[config.mk]
export PLATFORM = sky130hd
export DESIGN_NAME = debounce_edge
export DESIGN_NICKNAME = d
export VERILOG_FILES = /design/src/rtl/debounce_pkg.sv /design/src/rtl/debounce_edge.sv
export SDC_FILE = /design/constraint.sdc
export NUM_CORES = 1
export LEC_CHECK = 0
export CAP_MARGIN = 20
export CORE_MARGIN = 10
export CORE_UTILIZATION = 40
export DETAILED_ROUTE_END_ITERATION = 8
export PLACE_DENSITY = 0.68
export SLEW_MARGIN = 20
export SYNTH_ARGS = -nofsm -noshare
export SYNTH_HDL_FRONTEND = slang
export SYNTH_SLANG_ARGS = --single-unit
[constraint.sdc]
create_clock -name clk -period 4.7 [get_ports clk]
set_clock_uncertainty 0.15 [all_clocks]
set_input_delay 0.94 -clock clk [delete_from_list [all_inputs] [get_ports clk]]
set_output_delay 0.94 -clock clk [all_outputs]
set_load 0.1 [all_outputs]
[src/rtl/debounce_pkg.sv]
`default_nettype none
// ============================================================================
// Module   : debounce_pkg
// Purpose  : State encoding and counter sizing shared by the debouncer.
// Revision : 1.0
// ============================================================================
package debounce_pkg;

  typedef enum logic [1:0] {
    S_LOW       = 2'd0,
    S_RISE_WAIT = 2'd1,
    S_HIGH      = 2'd2,
    S_FALL_WAIT = 2'd3
  } state_e;

  // Counter must hold STABLE_CYCLES-1; never narrower than one bit.
  function automatic int cnt_width(input int n);
    return (n <= 2) ? 1 : $clog2(n);
  endfunction

endpackage
`default_nettype wire

[src/rtl/debounce_edge.sv]
`default_nettype none
// ============================================================================
// Module   : debounce_edge
// Purpose  : Debounced level of a synchronized input, rise/fall pulses and a
//            wrapping rise-event counter.
// Revision : 1.0
// ============================================================================
module debounce_edge
  import debounce_pkg::*;
#(
  parameter int STABLE_CYCLES = 16,
  parameter int EVT_WIDTH     = 8
) (
  input  logic                 clk,
  input  logic                 rst_n,
  input  logic                 in_sync,
  input  logic                 evt_clr,
  output logic                 level,
  output logic                 rise,
  output logic                 fall,
  output logic [EVT_WIDTH-1:0] rise_count
);

  localparam int             CNT_W    = cnt_width(STABLE_CYCLES);
  localparam logic [CNT_W-1:0] CNT_LAST = CNT_W'(STABLE_CYCLES - 1);

  state_e               state_q, state_d;
  logic [CNT_W-1:0]     cnt_q, cnt_d;
  logic                 level_q, level_d;
  logic                 rise_q, rise_d;
  logic                 fall_q, fall_d;
  logic [EVT_WIDTH-1:0] rise_count_q, rise_count_d;

  always_ff @(posedge clk or negedge rst_n) begin
    if (!rst_n) begin
      state_q      <= S_LOW;
      cnt_q        <= '0;
      level_q      <= 1'b0;
      rise_q       <= 1'b0;
      fall_q       <= 1'b0;
      rise_count_q <= '0;
    end else begin
      state_q      <= state_d;
      cnt_q        <= cnt_d;
      level_q      <= level_d;
      rise_q       <= rise_d;
      fall_q       <= fall_d;
      rise_count_q <= rise_count_d;
    end
  end

  // Count starts at 1 on leaving a settled state: that sample is the first
  // of the qualification window.
  always_comb begin
    state_d = state_q;
    cnt_d   = cnt_q;
    case (state_q)
      S_LOW: begin
        if (in_sync) begin
          state_d = S_RISE_WAIT;
          cnt_d   = CNT_W'(1);
        end else begin
          cnt_d   = '0;
        end
      end
      S_RISE_WAIT: begin
        if (!in_sync) begin
          state_d = S_LOW;
          cnt_d   = '0;
        end else if (cnt_q == CNT_LAST) begin
          state_d = S_HIGH;
          cnt_d   = '0;
        end else begin
          cnt_d   = cnt_q + CNT_W'(1);
        end
      end
      S_HIGH: begin
        if (!in_sync) begin
          state_d = S_FALL_WAIT;
          cnt_d   = CNT_W'(1);
        end else begin
          cnt_d   = '0;
        end
      end
      S_FALL_WAIT: begin
        if (in_sync) begin
          state_d = S_HIGH;
          cnt_d   = '0;
        end else if (cnt_q == CNT_LAST) begin
          state_d = S_LOW;
          cnt_d   = '0;
        end else begin
          cnt_d   = cnt_q + CNT_W'(1);
        end
      end
      default: begin
        state_d = S_LOW;
        cnt_d   = '0;
      end
    endcase
  end

  always_comb begin
    level_d = level_q;
    rise_d  = 1'b0;
    fall_d  = 1'b0;
    if (state_q == S_RISE_WAIT && state_d == S_HIGH) begin
      level_d = 1'b1;
      rise_d  = 1'b1;
    end
    if (state_q == S_FALL_WAIT && state_d == S_LOW) begin
      level_d = 1'b0;
      fall_d  = 1'b1;
    end
    // Clear takes effect first so a coincident rise lands on 1.
    rise_count_d = evt_clr ? '0 : rise_count_q;
    if (rise_d) begin
      rise_count_d = rise_count_d + EVT_WIDTH'(1);
    end
  end

  assign level      = level_q;
  assign rise       = rise_q;
  assign fall       = fall_q;
  assign rise_count = rise_count_q;

endmodule
`default_nettype wire

==> impl_metrics.csv <==
group,metric,value,unit
die,die_area,4310,um^2
die,core_area,1980,um^2
cts,numCtsBuffers,3,
worst_setup_path,critPathBufInv,1,
routing,ant_nets,0,
worst_setup_path,cpPeakStageDelay,1170,ps
routing,vias,607,
die,initial_core_util,42.1,%
sta,fin_crit_sh,63.9,%
synth,synthCells,72,
power,power,241,uW
cts,cts-hold-fix-buffers,0,
worst_setup_path,cp_slowest_cell,"clkdlybuf4s50_1",
layout,fin_nets,94,
global_routing,grt_use_total,8.30,%
worst_setup_path,crit_path_cell_trace,"clkdlybuf4s50_1",
worst_setup_path,required,3610,ps
synth,syn_area,835,um^2
die,die_y,65.7,um
layout,drive_gt1_share,11.5,%
routing,wire_per_inst,14.0,um
global_routing,antenna_found_initial,0,
placement,place_congestion,0.792,
cts,clockBufferDepth,2,
power,power_density,237,nW/um^2
global_routing,grt_pass1_wl,2820,um
die,die_w,65.7,um
layout,stdcell_area,1020,um^2
synth,syn_area_per_cell,11.6,um^2
routing,drcViolationCount,0,
sta,fin_tns_setup,0,ps
layout,num-fill-cells,179,
placement,buffer_ports.inserted,14,
synth,synth_nets,78,
sta,worst_slack,1700,ps
power,ir_worst_vdd,144,uV
layout,syn_to_final_growth,21.7,%
synth,synth_cell_type_count,33,
sta,grt_setup_unrepaired,"no",
layout,n_antenna_cell,0,
sta,hold_viol,0,
sta,max-slew-margin-rel,34.0,%
cts,clkSlewWorstSetupHoldPaths,100,ps
die,io-pin-count,15,
global_routing,grt_overflow,0,
placement,dp_slack,1800,ps
sta,drv_slew,0,
worst_setup_path,start_kind,"flop",
die,num_rows,16,
cts,cts_resized,0,
routing,dr.pass1.iters,4,
cts,htreeDepth,1,
cts,cts_sinks,17,
cts,root_buffer,"clkbuf_4",
cts,cts_tree,"yes",
routing,drt_iter0_markers,8,
sta,setup_violations,0,
synth,ys_ff_latch,17,
placement,dp_hpwl,1180,um
synth,yosys_warnings,0,
routing,via_per_inst,5.32,
worst_setup_path,arrival,1910,ps
sta,worstMarginPinSlew,987,ps
worst_setup_path,crit_path_max_fanout,6,
routing,finalWirelength,1600,um
power,p_leak,0.000452,uW
global_routing,grt_pass1_vias,622,
cts,post_cts_buffers,0,
placement,dpl_cell_area,988,um^2
status,status,"completed",
global_routing,grt_max_degree,18,
worst_setup_path,critPathCaptureType,"output pin",
sta,period_minus_slack,3000,ps
cts,clkLatencyLatePin,300,ps
worst_setup_path,worstSetupPathType,"reg2out",
worst_setup_path,path_delay_family,"buffers and inverters",
sta,max_freq,333,MHz
sta,whs,372,ps
worst_hold_path,worst_hold_path_type,"reg2reg",
run,maxCapViolations,0,
synth,seq_area_frac_synth,51.0,%
## power breakdown
| group | switching (uW) | total (uW) | internal (uW) |
|---|---|---|---|
| combinational | 6.60 | 11.1 | 4.52 |
| clock | 48.7 | 80.4 | 31.7 |
| sequential | 1.99 | 150 | 148 |
## metal layers
layer  GRT usage [%]  wire length [um]  up-vias
li1                -                 -      293
met1            10.0               700      295
met2            12.0               760       14
met3            3.05                90        5
met4            5.61                44        0
met5               0                 0        -
## metrics by stage
step,util [%],std cells
6_report,51.3,114
5_1_grt,51.3,114
4_1_cts,51.3,114
3_5_place_dp,49.9,110
3_3_place_gp,49.9,110
2_1_floorplan,-,72
## state kept, by name (all words and copies together), names as in the netlist
signal      count
fall            1
cnt_q           4
rise            1
rise_count      8
level           1
state_q         2
## Yosys cell counts, drive strengths merged
cell type / instances / area share [%]
a21boi: 1 / 0.90
nor2: 3 / 1.3
nand2: 5 / 2.2
nand4b: 1 / 1.8
and2: 1 / 0.75
a31oi: 1 / 0.75
mux2: 2 / 2.7
a21oi: 5 / 3.0
and4: 1 / 1.2
dfrtp: 17 / 51
a21o: 1 / 0.90
nand4: 2 / 3.3
nor2b: 3 / 2.2
nand3b: 1 / 0.90
nand2b: 1 / 0.75
o21ai: 2 / 1.2
o31ai: 4 / 3.6
nand3: 1 / 0.60
inv: 2 / 0.90
buf: 2 / 1.9
ha: 2 / 3.0
xnor2: 2 / 2.1
nor3b: 2 / 2.4
and3: 1 / 0.75
xor2: 2 / 2.1
or4: 4 / 3.6
clkbuf: 1 / 0.45
nor4: 1 / 2.5
a311oi: 1 / 1.0
## worst paths after layout
kind,end,startpoint,cells past startpoint,slack (ps)
max,rise_count[2],rise_count[2],1,1700
max in group asynchronous,rise_count[7],rst_n,1,3000
min,cnt_q[0],cnt_q[0],1,370
min in group asynchronous,cnt_q[2],rst_n,1,930
min reg2reg,cnt_q[0],cnt_q[0],1,370
max reg2reg,rise_count[1],cnt_q[0],4,2760
## area by class of cell
cell class	instances	area (um^2)	area share, %
Sequential cell	17	425	41.9
Clock buffer	3	22.5	2.22
Multi-Input combinational cell	50	382	37.6
Timing Repair Buffer	14	140	13.8
Tap cell	27	33.8	3.33
Clock inverter	1	5.00	0.493
Inverter	2	7.51	0.739
## logic make-up (layout without fill, tap and decap cells)
logic type,Yosys count,after routing,synth area share [%]
buffers and inverters,5,20,3.30
and+or+nand+nor,27,27,24.4
DFF,17,17,51.0
muxes,2,2,2.70
adders and majority gates,2,2,3.00
xor gates and xnor gates,4,4,4.20
AOI/OAI and AO/OA,15,15,11.4
## placed cells by master (no fill, tap or decap)
cell type	n
dfrtp_1	17
nand4b_2	1
nand3_1	1
nor4_4	1
clkdlybuf4s50_1	14
nand4_1	1
and3_1	1
nor2_1	3
o21ai_1	2
clkbuf_4	3
a21o_1	1
or4_1	4
a311oi_1	1
mux2_2	1
nand4_4	1
ha_1	2
clkinv_2	1
mux2_1	1
nand2b_1	1
nand3b_1	1
inv_1	2
and2_1	1
nor2b_1	3
a21oi_1	5
xnor2_1	2
nor3b_2	1
nand2_1	5
o31ai_1	4
nor3b_1	1
a31oi_1	1
and4_2	1
a21boi_1	1
xor2_1	2
Power figures use the tool's default switching activity.
